$ cat src/rtl/id_ex_stage_pkg.sv
// Shared definitions for the ID/EX stage: control-word bit positions,
// write-destination encodings and the destination resolution helper.
package id_ex_stage_pkg;

    localparam int CTRL_LOAD     = 0;
    localparam int CTRL_MEMTOREG = 1;
    localparam int CTRL_REGWE    = 3;
    localparam int CTRL_WDST_LO  = 18;
    localparam int CTRL_WDST_HI  = 19;

    localparam logic [4:0] REG_ZERO = 5'd0;
    localparam logic [4:0] REG_RA   = 5'd31;

    typedef enum logic [1:0] {
        WDST_NONE = 2'b00,
        WDST_RT   = 2'b01,
        WDST_R31  = 2'b10,
        WDST_RD   = 2'b11
    } wdst_e;

    // Picks the architectural write register from the WriteDestination field.
    function automatic logic [4:0] resolve_dest(input logic [1:0] wdst,
                                                input logic [4:0] rt,
                                                input logic [4:0] rd);
        logic [4:0] dest;
        case (wdst)
            WDST_RT:  dest = rt;
            WDST_R31: dest = REG_RA;
            WDST_RD:  dest = rd;
            default:  dest = REG_ZERO;
        endcase
        return dest;
    endfunction

endpackage

$ cat src/rtl/id_ex_stage_hazard_detect.sv
// Combinational load-use hazard detector; a flush overrides the stall so the
// redirected fetch is never held.
module hazard_detect
    import id_ex_stage_pkg::*;
(
    input  logic       i_exValid,
    input  logic       i_exLoad,
    input  logic [4:0] i_exDest,
    input  logic       i_idValid,
    input  logic [4:0] i_idRs,
    input  logic [4:0] i_idRt,
    input  logic       i_flush,
    output logic       o_hazard,
    output logic       o_cmuxSel,
    output logic       o_pcWriteEn,
    output logic       o_ifidWriteEn
);

    logic w_rsMatch;
    logic w_rtMatch;
    logic w_stall;

    assign w_rsMatch = (i_exDest == i_idRs) && (i_idRs != REG_ZERO);
    assign w_rtMatch = (i_exDest == i_idRt) && (i_idRt != REG_ZERO);

    assign o_hazard = i_exValid && i_exLoad && (i_exDest != REG_ZERO) &&
                      (w_rsMatch || w_rtMatch) && i_idValid;

    assign w_stall       = o_hazard && !i_flush;
    assign o_cmuxSel     = !w_stall;
    assign o_pcWriteEn   = !w_stall;
    assign o_ifidWriteEn = !w_stall;

endmodule

$ cat src/rtl/id_ex_stage.sv
// ID/EX pipeline register: resolves the destination register, captures the
// decoded instruction for EX and inserts one-cycle bubbles on load-use hazards.
module id_ex_stage
    import id_ex_stage_pkg::*;
#(
    parameter int DATA_W = 32,
    parameter int CTRL_W = 24
) (
    input  logic              clk,
    input  logic              rst_n,
    input  logic              id_valid,
    input  logic [CTRL_W-1:0] id_ctrl,
    input  logic [DATA_W-1:0] id_pc,
    input  logic [DATA_W-1:0] id_rs_val,
    input  logic [DATA_W-1:0] id_rt_val,
    input  logic [15:0]       id_imm16,
    input  logic [4:0]        id_rs,
    input  logic [4:0]        id_rt,
    input  logic [4:0]        id_rd,
    input  logic              flush,
    output logic              cmux_sel,
    output logic              pc_write_en,
    output logic              ifid_write_en,
    output logic              ex_valid,
    output logic [CTRL_W-1:0] ex_ctrl,
    output logic [DATA_W-1:0] ex_pc,
    output logic [DATA_W-1:0] ex_rs_val,
    output logic [DATA_W-1:0] ex_rt_val,
    output logic [15:0]       ex_imm16,
    output logic [4:0]        ex_dest,
    output logic [15:0]       stall_count
);

    logic              r_exValid;
    logic [CTRL_W-1:0] r_exCtrl;
    logic [DATA_W-1:0] r_exPc;
    logic [DATA_W-1:0] r_exRsVal;
    logic [DATA_W-1:0] r_exRtVal;
    logic [15:0]       r_exImm16;
    logic [4:0]        r_exDest;
    logic [15:0]       r_stallCount;

    logic [4:0] w_idDest;
    logic       w_hazard;
    logic       w_bubble;

    assign w_idDest = resolve_dest(id_ctrl[CTRL_WDST_HI:CTRL_WDST_LO], id_rt, id_rd);

    hazard_detect u_hazard_detect (
        .i_exValid     (r_exValid),
        .i_exLoad      (r_exCtrl[CTRL_LOAD]),
        .i_exDest      (r_exDest),
        .i_idValid     (id_valid),
        .i_idRs        (id_rs),
        .i_idRt        (id_rt),
        .i_flush       (flush),
        .o_hazard      (w_hazard),
        .o_cmuxSel     (cmux_sel),
        .o_pcWriteEn   (pc_write_en),
        .o_ifidWriteEn (ifid_write_en)
    );

    // Flush, hazard and an empty ID slot all collapse to the same all-zero bubble.
    assign w_bubble = flush || w_hazard || !id_valid;

    always_ff @(posedge clk or negedge rst_n) begin
        if (!rst_n) begin
            r_exValid    <= 1'b0;
            r_exCtrl     <= '0;
            r_exPc       <= '0;
            r_exRsVal    <= '0;
            r_exRtVal    <= '0;
            r_exImm16    <= '0;
            r_exDest     <= '0;
            r_stallCount <= '0;
        end else begin
            if (w_bubble) begin
                r_exValid <= 1'b0;
                r_exCtrl  <= '0;
                r_exPc    <= '0;
                r_exRsVal <= '0;
                r_exRtVal <= '0;
                r_exImm16 <= '0;
                r_exDest  <= '0;
            end else begin
                r_exValid <= 1'b1;
                r_exCtrl  <= id_ctrl;
                r_exPc    <= id_pc;
                r_exRsVal <= id_rs_val;
                r_exRtVal <= id_rt_val;
                r_exImm16 <= id_imm16;
                r_exDest  <= w_idDest;
            end
            // Only stalls that actually hold the front end are counted.
            if (w_hazard && !flush && (r_stallCount != 16'hFFFF)) begin
                r_stallCount <= r_stallCount + 16'd1;
            end
        end
    end

    assign ex_valid    = r_exValid;
    assign ex_ctrl     = r_exCtrl;
    assign ex_pc       = r_exPc;
    assign ex_rs_val   = r_exRsVal;
    assign ex_rt_val   = r_exRtVal;
    assign ex_imm16    = r_exImm16;
    assign ex_dest     = r_exDest;
    assign stall_count = r_stallCount;

endmodule

$ cat config.mk
export PLATFORM = sky130hd
export DESIGN_NAME = id_ex_stage
export DESIGN_NICKNAME = d
export VERILOG_FILES = /design/src/rtl/id_ex_stage_pkg.sv /design/src/rtl/id_ex_stage_hazard_detect.sv /design/src/rtl/id_ex_stage.sv
export SDC_FILE = /design/constraint.sdc
export NUM_CORES = 1
export LEC_CHECK = 0
export ABC_AREA = 1
export BUFFER_PORTS_ARGS = -buffer_cell sky130_fd_sc_hd__buf_2
export CAP_MARGIN = 40
export CORE_AREA = 2 2 122 124
export DETAILED_ROUTE_END_ITERATION = 8
export DIE_AREA = 0 0 124 126
export PLACE_DENSITY = 0.86
export SYNTH_ARGS = -nofsm -noshare
export SYNTH_HDL_FRONTEND = slang
export SYNTH_SLANG_ARGS = --single-unit
$ cat constraint.sdc
create_clock -name clk -period 1.7 [get_ports clk]
set_input_delay 0.34 -clock clk [delete_from_list [all_inputs] [get_ports clk]]
set_output_delay 0.34 -clock clk [all_outputs]
set_load 0.02 [all_outputs]
==> impl_metrics.ini <==
[yosys]
synth_top_family_by_area = simple AND/OR/NAND/NOR gates
synthAdderAreaFrac = 0.00209
synth-simple-area-share = 0.184
yosys.area.top_type_share = 0.662
netlist_area_sq_um = 5980
muxShareOfSynthArea = 0
synth_top_cell_by_area = dfrtp_1
synthXorXnorAreaFrac = 0.0205
synth_compound_area_frac = 0.00838
synth.distinct_cells = 20
synthCells = 638
synth_fp_nets = 794
synth_area_leaders = dfrtp_1, inv_1, nor2_1
syn_avg_cell_area_sq_um = 9.37
ys_warn_count = 0
ys_ff_latch = 158
seq_area_frac_synth = 0.662

[grt]
grt-ovfl-total = 0
grt_use_total = 0.212
grt_max_degree = 51
grt_pass1_wl_mm = 24.7
grt_antenna_before_repair = 0
grt_pass1_vias = 5171

[routing]
vias = 5091
drcViolationCount = 0
drtPass1Iterations = 6
drt_iter0_drc = 198
wire_per_inst_um = 13.7
antenna_left = 0
vias_per_cell = 4.32
wl_mm = 16.2

[clocking]
htreeDepth = 4
numCtsBuffers = 17
tritoncts = done
cts-root-buf = clkbuf_16
clk_pin_slew_worst_paths_ns = 0.06
clockBufferDepth = 2
clk-insertion-delay-late_ns = 0.42
numClockSinks = 158

[cells_and_area]
final_common_cell = buf_2
drive_gt1_frac = 0.402
final_util = 0.606
antenna_cells = 0
nNetsFinal = 1138
n_fill_cell = 1208
final_cell_area_sq_um = 8680
syn2layout_area_growth_pct = 45.2
final_cell_mix = buf_2, inv_1, dfrtp_1, nor2_1, nand2_1

[sta]
maxSlewViolCount = 0
worst_pin_slew_ns = 0.343
relSlewSlack = 0.769
fmax_mhz = 509
rsz0062_at_grt = yes
clock-skew-final_ns = 0.00640
setup_ws_ns = -0.264
fin_crit_ns = 1.96
holdWs_ns = 0.117
setup_violations = 25
hold_viol_final = 0
timing.final.crit_share = 1.16

[floorplan]
die-area_sq_um = 15600
fp-row-count = 44
fp.dieH_um = 126
dieWidth_um = 124
start_util = 0.417
core_sq_um = 14300
pin_count = 316

[pwr]
vdd_drop_max_v = 0.000862
design_power_total_mw = 8.79
p_leak_nw = 5.56
power_density_nw_per_um2 = 1010

[placed_design]
port_buffers = 315
post_dp_cell_area_sq_um = 7840
dp_hpwl_mm = 12.3
place_congestion = 0.829

[worst_setup_path]
worstRegToRegCells = 13
crit_arrival_ns = 1.62
start_kind = flip-flop
endpoint_kind = output port
critPathKind = flip-flop to output port
r2r_setup_slack_ns = -0.06
cp_max_fo = 4
cp_data_required_time_ns = 1.36

[flow_run]
drv_cap = 0

[run_status]
status = finished, violations left
violations = negative setup slack

[hold_path]
min_path_type = primary input to flip-flop
worstHoldPathCells = 3
-- stage by stage --
stage | worst slack [ns] | instances | setup TNS [ns]
3_3_place_gp | 0.0515 | 1134 | 0
4_1_cts | -0.287 | 1174 | -0.855
3_5_place_dp | -0.00685 | 1134 | -0.00685
5_1_grt | -0.371 | 1179 | -18.15
2_1_floorplan | 0.0353 | 638 | 0
6_report | -0.264 | 1179 | -1.49
-- critical path: stages (launching register included) --
cell and delay [ns]:
dfrtp_1 0.39, inv_2 0.06, nand2_1 0.07, nand2_1 0.07
nor2_2 0.12, nand3_1 0.09, nand2_2 0.11, nand3_4 0.13
buf_6 0.16
-- cells by family (layout without fill, tap and decap cells) --
kind of cell / count (synthesis) / count (layout)
simple gates: 275 / 275
buf+inv: 180 / 537
flops: 158 / 158
xor+xnor: 14 / 14
compound gates: 10 / 10
fa+ha+maj: 1 / 1
-- layout make-up --
type / count / area [sq um] / area share
Tap cell: 184 / 230 / 0.0265
Clock buffer: 19 / 433 / 0.0499
Timing Repair Buffer: 345 / 1910 / 0.221
Inverter: 160 / 601 / 0.0692
Clock inverter: 13 / 188 / 0.0216
Multi-Input combinational cell: 300 / 1360 / 0.156
Sequential cell: 158 / 3960 / 0.456
-- state kept, by name (all words and copies together) (netlist names) --
| name | cells |
|---|---|
| ex_pc | 32 |
| ex_rs_val | 32 |
| ex_rt_val | 32 |
| ex_ctrl | 24 |
| ex_imm16 | 16 |
| stall_count | 16 |
| ex_dest | 5 |
| ex_valid | 1 |
-- report_power, final --
part	total (mW)	internal, mW	switching, mW
Combinational	0.873	0.329	0.545
Sequential	3.93	3.89	0.0378
Clock	3.99	2.47	1.52
-- per-layer routing --
layer,track usage,vias to the layer above,routed length (um)
li1,-,2485,-
met2,0.385,222,8510
met5,0,-,0
met1,0.216,2350,5780
met4,0.0958,0,417
met3,0.0747,34,1480
-- final timing paths --
path / from / to
setup / recovery: ex_dest[1] / cmux_sel
setup reg to reg: ex_dest[1] / stall_count[1]
hold reg to reg: stall_count[7] / stall_count[7]
hold / removal: id_pc[23] / ex_pc[23]
max in group asynchronous: rst_n / ex_rs_val[9]
min in group asynchronous: rst_n / ex_rs_val[5]
-- cells in the mapped netlist --
cell     instances
dfrtp_1        158
inv_1          158
nor2_1         156
nand2_1         93
buf_4           13
nand3_1         11
xnor2_1          7
xor2_1           7
buf_2            6
nand4_1          6
a21oi_1          5
o21ai_0          5
nand3_2          3
nor3_1           3
inv_2            2
buf_6            1
ha_1             1
nand2_2          1
nor2_2           1
nor4_2           1
-- repair_timing --
item                                    CTS  global route
endpoints found under the setup margin    8           161
hold buffers                              1             0
resized for setup                        19            16
pin swaps                                 9             4
cloned                                    0             1
hold endpoints to repair                 30             0
buffers inserted                          7             4
No activity file was read; power rests on OpenSTA's default activity.
